==> src/rtl/exhaustive_vector_sequencer.sv <==
// Exhaustive stimulus sequencer: walks all 2^N_IN vectors in binary or Gray order,
// samples the DUT response after a settle time, and compresses it into a MISR and a nonzero count.
module exhaustive_vector_sequencer #(
  parameter int unsigned      N_IN   = 2,
  parameter int unsigned      N_OUT  = 1,
  parameter int unsigned      SETTLE = 1,
  parameter int unsigned      SIG_W  = 16,
  parameter logic [SIG_W-1:0] POLY   = SIG_W'(16'h1021),
  parameter logic [SIG_W-1:0] SEED   = '0
) (
  input  logic              CK,
  input  logic              reset,
  input  logic              start,
  input  logic              abort,
  input  logic              mode,
  output logic [N_IN-1:0]   stim,
  input  logic [N_OUT-1:0]  resp,
  output logic              busy,
  output logic              done,
  output logic [SIG_W-1:0]  signature,
  output logic [N_IN:0]     nz_count,
  output logic              cap_valid,
  output logic [N_IN-1:0]   cap_vec,
  output logic [N_OUT-1:0]  cap_resp
);

  localparam int unsigned IDX_W = N_IN + 1;
  localparam int unsigned CNT_W = (SETTLE > 1) ? $clog2(SETTLE) : 1;
  localparam logic [IDX_W-1:0] LAST_IDX   = IDX_W'((1 << N_IN) - 1);
  localparam logic [CNT_W-1:0] SAMPLE_CNT = CNT_W'(SETTLE - 1);

  typedef enum logic [1:0] {
    IDLE = 2'd0,
    RUN  = 2'd1,
    DONE = 2'd2
  } state_t;

  state_t             state;
  logic [IDX_W-1:0]   idx;
  logic [CNT_W-1:0]   settle_cnt;
  logic               mode_q;

  logic [SIG_W-1:0]   sig_next_c;
  logic               sample_c;
  logic [IDX_W-1:0]   idx_inc_c;

  // Vector order: identity for binary, idx ^ (idx >> 1) for Gray.
  function automatic logic [N_IN-1:0] map_vec(input logic [IDX_W-1:0] i, input logic gray);
    logic [N_IN-1:0] b;
    b = i[N_IN-1:0];
    return gray ? (b ^ (b >> 1)) : b;
  endfunction

  // MISR step and sample strobe for the current vector.
  always_comb begin
    sig_next_c = (signature << 1) ^ (signature[SIG_W-1] ? POLY : '0) ^ SIG_W'(resp);
    sample_c   = (state == RUN) && !abort && (settle_cnt == SAMPLE_CNT);
    idx_inc_c  = idx + IDX_W'(1);
  end

  always_ff @(posedge CK or posedge reset) begin
    if (reset) begin
      state      <= IDLE;
      idx        <= '0;
      settle_cnt <= '0;
      mode_q     <= 1'b0;
      stim       <= '0;
      busy       <= 1'b0;
      done       <= 1'b0;
      signature  <= '0;
      nz_count   <= '0;
      cap_valid  <= 1'b0;
      cap_vec    <= '0;
      cap_resp   <= '0;
    end else begin
      cap_valid <= 1'b0;
      case (state)
        IDLE, DONE: begin
          // start wins over abort here; abort has no meaning outside RUN
          if (start) begin
            state      <= RUN;
            busy       <= 1'b1;
            done       <= 1'b0;
            idx        <= '0;
            settle_cnt <= '0;
            signature  <= SEED;
            nz_count   <= '0;
            mode_q     <= mode;
            stim       <= map_vec('0, mode);
          end
        end
        RUN: begin
          if (abort) begin
            state <= IDLE;
            busy  <= 1'b0;
            stim  <= '0;
          end else begin
            settle_cnt <= settle_cnt + CNT_W'(1);
            if (sample_c) begin
              signature <= sig_next_c;
              if (|resp) nz_count <= nz_count + IDX_W'(1);
              cap_valid <= 1'b1;
              cap_vec   <= stim;
              cap_resp  <= resp;
              if (idx == LAST_IDX) begin
                // last vector stays on stim for inspection
                state <= DONE;
                busy  <= 1'b0;
                done  <= 1'b1;
              end else begin
                idx        <= idx_inc_c;
                settle_cnt <= '0;
                stim       <= map_vec(idx_inc_c, mode_q);
              end
            end
          end
        end
        default: state <= IDLE;
      endcase
    end
  end

endmodule

==> config.mk <==
export PLATFORM = sky130hd
export DESIGN_NAME = exhaustive_vector_sequencer
export DESIGN_NICKNAME = d
export VERILOG_FILES = /design/src/rtl/exhaustive_vector_sequencer.sv
export SDC_FILE = /design/constraint.sdc
export NUM_CORES = 1
export LEC_CHECK = 0
export CAP_MARGIN = 20
export CORE_ASPECT_RATIO = 1.2
export CORE_MARGIN = 3
export CORE_UTILIZATION = 32
export DETAILED_ROUTE_END_ITERATION = 10
export PLACE_DENSITY = 0.57
export SLEW_MARGIN = 20
export SYNTH_ARGS = -nofsm -noshare
export SYNTH_HDL_FRONTEND = slang
export SYNTH_SLANG_ARGS = --single-unit
export TNS_END_PERCENT = 30
==> constraint.sdc <==
create_clock -name CK -period 3.1 [get_ports CK]
set_input_delay 0.62 -clock CK [delete_from_list [all_inputs] [get_ports CK]]
set_output_delay 0.62 -clock CK [all_outputs]
set_load 0.02 [all_outputs]
# Yosys cells after proc, flatten, opt, wreduce, memory -nomap -nowiden
# Index checks and enable logic that the tools add are counted.
# word_totals
elab_cells	90
out_inout_bits	27
register_bits	34
inputBits	6
# classes
n_mux	42
n_reduce_logical	16
bitwise_logic	5
n_eq_ne	12
n_addsub	3
# ops
op	count
$mux W16	3
$pmux W16 S2	1
$mux W3	7
$mux W2	9
$xor A16 B1 Y16	1
$xor A16 B13 Y16	1
$reduce_and A5 Y1	3
$mux W1	14
$mux W13	1
$pmux W3 S2	2
$reduce_and A4 Y1	3
$ne A2 B2 Y1 const B	5
$reduce_and A3 Y1	3
$pmux W2 S2	2
$add A3 B1 Y3 const B	2
$ne A3 B3 Y1 const B	2
$pmux W1 S2	3
$eq A3 B2 Y1 const B	1
$ne A3 B2 Y1 const B	1
$eq A2 B1 Y1 const B	1
$eq A2 B2 Y1 const B	1
$logic_and A1 B1 Y1	2
$logic_not A2 Y1	1
$ne A2 B1 Y1 const B	1
other kinds (7)	8

# Logic depth before layout (Yosys ltp)
# logic_depth
word_depth	7
mapped_depth	7
ltp_nobuf	5

# Least setup slack after synthesis
# OpenSTA, ideal clock, no wires.
# synth_path
path_kind	input to register
from	input abort
to	register idx[2]
setup_ns	0.120
t_required_ns	2.980
arrival_time_ns	1.690
stages	6
path_slack_ns	1.291
path_buffers	2
cell_sequence	or4b_1 buf_2 clkinv_4 buf_8 nand2_4 a31o_1
# synth_between
elab_chain_len	5
word_cells_on_any_way	6
cone_classes	2 x eq/ne; 4 x reduce/logical
# synth_lines
item	line	source
start: declaration	14	input logic abort,
$logic_not A1 Y1	57	sample_c = (state == RUN) && !abort && (settle_cnt == SAMPLE_CNT);
$logic_and A1 B1 Y1 (2 in series)	57	
$ne A2 B2 Y1 (no line)	n/a	
$reduce_and A5 Y1 (no line) *	n/a	
end signal: assignment	111	idx <= idx_inc_c;
end: declaration	39	logic [IDX_W-1:0] idx;
# Mark *: on every way between the ends. The rest lies on a longest branch, timed or not.
# A chain may end at the register's enable or synchronous reset.

# Final worst setup path
# Same ends and word-level chain as after synthesis.

==> results.py <==
metrics = {
    "yosys": {
        "postSynthAreaPerCell_um2": 10.2,
        "synthCells": 148,
        "synth_compound_area_share_pct": 11.7,
        "synth_mux_area_share_pct": 0.744,
        "netlist_area_um2": 1510,
        "synth_fa_ha_area_share_pct": 3.31,
        "syn_nets": 158,
        "synth_top_family_by_area": "simple AND/OR/NAND/NOR gates",
        "yosys.area_share.xor_xnor_pct": 2.31,
        "yosysWarnings": 0,
        "ys_ff_latch": 34,
        "ys_seq_area_share_pct": 56.2,
        "synth.distinct_cells": 37,
        "yosys.area_share.simple_pct": 20.6,
    },
    "floorplan": {
        "die_h_um": 81.3,
        "initial_utilization_pct": 34.2,
        "die_x_um": 68.8,
        "ios": 33,
        "num_rows": 26,
        "dieArea_um2": 5600,
        "core_um2": 4420,
    },
    "placement": {
        "io_buffers": 32,
        "gp_congestion": 0.802,
        "place_inst": 229,
        "dp_hpwl_mm": 2.18,
        "place_ws_ns": 0.680,
    },
    "timing": {
        "holdWs_ns": 0.478,
        "finalSetupViolations": 0,
        "fin_crit_ns": 2.12,
        "setup_slack_ns": 0.979,
        "final.setup.tns_ns": 0,
        "slew-limit-headroom_pct": 47.2,
        "hold_viol_final": 0,
        "fin_crit_sh_pct": 68.4,
        "rsz0062_at_grt": "false",
        "drv_slew": 0,
        "clock.fmax_mhz": 471,
        "worst-slew-pin-transition_ns": 0.792,
        "skew_ns": 0.00804,
    },
    "routing": {
        "dr.pass1.iters": 4,
        "finalWirelength_mm": 3.13,
        "num_vias": 1161,
        "first_iter_violations": 79,
        "avgRoutedWirePerCell_um": 13.2,
        "drc": 0,
        "vias_per_cell": 4.90,
        "final_antenna_net_count": 0,
    },
    "cts": {
        "ctsHoldBuffers": 0,
        "cts.repair.resized": 0,
        "cts-root-buf": "clkbuf_8",
        "cts_tree": "yes",
        "cts.clk_slew.worst_paths_ns": 0.08,
        "clkSinkCount": 34,
        "postCtsSetupBuffers": 0,
        "numCtsBuffers": 5,
        "clk-insertion-delay-late_ns": 0.29,
        "htree_levels": 2,
        "clockBufferDepth": 2,
    },
    "worst_setup_path": {
        "required_ns": 3.33,
        "rr_worst_depth": 4,
        "crit_end": "idx[2]$_DFFE_PP0P_",
        "worstReg2RegStart": "state[1]$_DFFE_PP0P_",
        "start_kind": "primary input",
        "critical_path.top_delay_family": "simple AND/OR/NAND/NOR gates",
        "rrSetupSlack_ns": 1.37,
        "startpoint": "abort",
        "worstPathCellList": "clkdlybuf4s50_1, or4b_1, buf_4, nor4_1, a31o_1",
        "crit_path_max_fanout": 24,
        "endpoint_kind": "flop",
        "cp_slowest_stage_delay_ns": 0.60,
        "path_depth": 5,
        "crit_buf_inv": 2,
        "crit_slowest_cell": "or4b_1",
        "reg2reg_to": "idx[2]$_DFFE_PP0P_",
        "path_class": "primary input to flop",
        "arrival_ns": 2.35,
    },
    "worst_hold_path": {
        "hold_path_class": "flop to flop",
    },
    "cells_and_area": {
        "utilization_pct": 45.2,
        "drive_gt1_share_pct": 6.63,
        "area_growth_syn_to_layout_pct": 32.2,
        "multi_input_area_um2": 584,
        "fillCellCount": 455,
        "fin_nets": 190,
        "final_cell_mix": "nand2_1, dfrtp_1, clkdlybuf4s50_1, nand3_1, clkbuf_8",
        "seq_area_um2": 851,
        "n_antenna_cell": 0,
        "final_common_cell": "nand2_1",
        "fin_cells": 237,
    },
    "global_routing": {
        "grt_max_degree": 35,
        "grt_pass1_wl_mm": 5.46,
        "grt_pass1_vias": 1232,
        "gr-total-overflow": 0,
        "antenna_found_initial": 0,
        "grt_use_total_pct": 13.2,
    },
    "power": {
        "power.density_nw_per_um2": 710,
        "cellLeakagePower_nw": 0.951,
        "ir_worst_vdd_mv": 0.239,
    },
    "flow_run": {
        "timing.max_cap.violations": 0,
    },
    "outcome": {
        "status": "finished, final reports clean",
    },
}
==> through the flow <==
step | area [um^2] | total power (W)
after floorplan | 1510 | 0.000796
after global placement | 1860 | 0.000940
after detailed placement | 1860 | 0.000945
after CTS | 2000 | 0.00144
after global routing | 2000 | 0.00151
final | 2000 | 0.00142
==> registers in the layout, summed over array words and instances, names as in the netlist <==
| signal | flops |
|---|---|
| idx | 3 |
| done | 1 |
| nz_count | 3 |
| signature | 16 |
| state | 2 |
| mode_q | 1 |
| busy | 1 |
| settle_cnt | 1 |
| cap_valid | 1 |
| stim | 2 |
| cap_vec | 2 |
| cap_resp | 1 |
==> layer usage <==
layer / track usage (%) / vias to the layer above / wire, um
li1: - / 572 / -
met1: 15.8 / 547 / 1390
met2: 21.4 / 37 / 1500
met3: 4.15 / 5 / 183
met4: 5.65 / 0 / 53
met5: 0 / - / 0
==> synth_stat cells <==
library cell / n / area share [%]
a2111oi_0: 1 / 0.58
a21o_1: 3 / 1.5
a21oi_1: 3 / 0.99
a22o_1: 1 / 0.58
a31o_1: 2 / 1.2
and4_1: 1 / 0.58
buf_1: 1 / 0.25
buf_2: 2 / 0.66
buf_6: 1 / 0.74
buf_8: 1 / 0.99
clkbuf_1: 4 / 0.99
clkinv_4: 1 / 0.58
dfrtp_1: 34 / 56
ha_1: 4 / 3.3
inv_1: 4 / 0.99
mux2_1: 1 / 0.74
nand2_1: 36 / 8.9
nand2_4: 1 / 0.74
nand2b_1: 2 / 0.83
nand3_1: 17 / 5.6
nor2_1: 3 / 0.74
nor2b_1: 3 / 1.2
nor3_1: 1 / 0.33
nor3b_1: 1 / 0.50
nor4_1: 1 / 0.41
o211ai_1: 2 / 0.99
o21ai_0: 1 / 0.33
o21ai_1: 1 / 0.33
o21bai_1: 1 / 0.50
o22a_1: 1 / 0.58
o22ai_1: 1 / 0.41
o2bb2ai_1: 2 / 1.2
o31ai_1: 4 / 2.0
o41ai_1: 1 / 0.58
or4b_1: 1 / 0.66
xnor2_1: 3 / 1.7
xor2_1: 1 / 0.58
==> cell families (layout without fill, tap and decap cells) <==
kind of cell | count (synthesis) | after routing
compound gates | 24 | 24
xor+xnor | 4 | 4
fa+ha+maj | 4 | 4
buf+inv | 14 | 47
flops | 34 | 34
mux | 1 | 1
simple gates | 67 | 67
==> worst min-delay path, cell delays in order, from the launching register on <==
cell and delay, ns:
dfrtp_1 0.35, nand2_1 0.05, nand2_1 0.05
==> report_power, final <==
group | switching (W) | total [W] | leakage, nW | internal (W)
clock | 0.000168 | 0.000490 | 0.0683 | 0.000322
sequential | 0.0000563 | 0.000568 | 0.459 | 0.000512
combinational | 0.000202 | 0.000363 | 0.423 | 0.000161
==> final cells by class <==
class	instances	share of cell area [%]
Clock buffer	5	3.44
Clock inverter	3	3.44
Inverter	5	1.19
Multi-Input combinational cell	100	29.2
Sequential cell	34	42.5
Tap cell	56	3.50
Timing Repair Buffer	34	16.8
==> worst min path at each step <==
stage	startpoint	endpoint	slack [ns]	cells past startpoint
2_1_floorplan	mode_q$_DFFE_PP0P_	mode_q$_DFFE_PP0P_	0.46	2
3_3_place_gp	cap_vec[1]$_DFFE_PP0P_	cap_vec[1]$_DFFE_PP0P_	0.47	2
3_5_place_dp	cap_vec[1]$_DFFE_PP0P_	cap_vec[1]$_DFFE_PP0P_	0.47	2
4_1_cts	cap_vec[1]$_DFFE_PP0P_	cap_vec[1]$_DFFE_PP0P_	0.48	2
5_1_grt	cap_resp$_DFFE_PP0P_	cap_resp$_DFFE_PP0P_	0.50	2
6_report	cap_vec[1]$_DFFE_PP0P_	cap_vec[1]$_DFFE_PP0P_	0.48	2
Power figures use the tool's default switching activity.
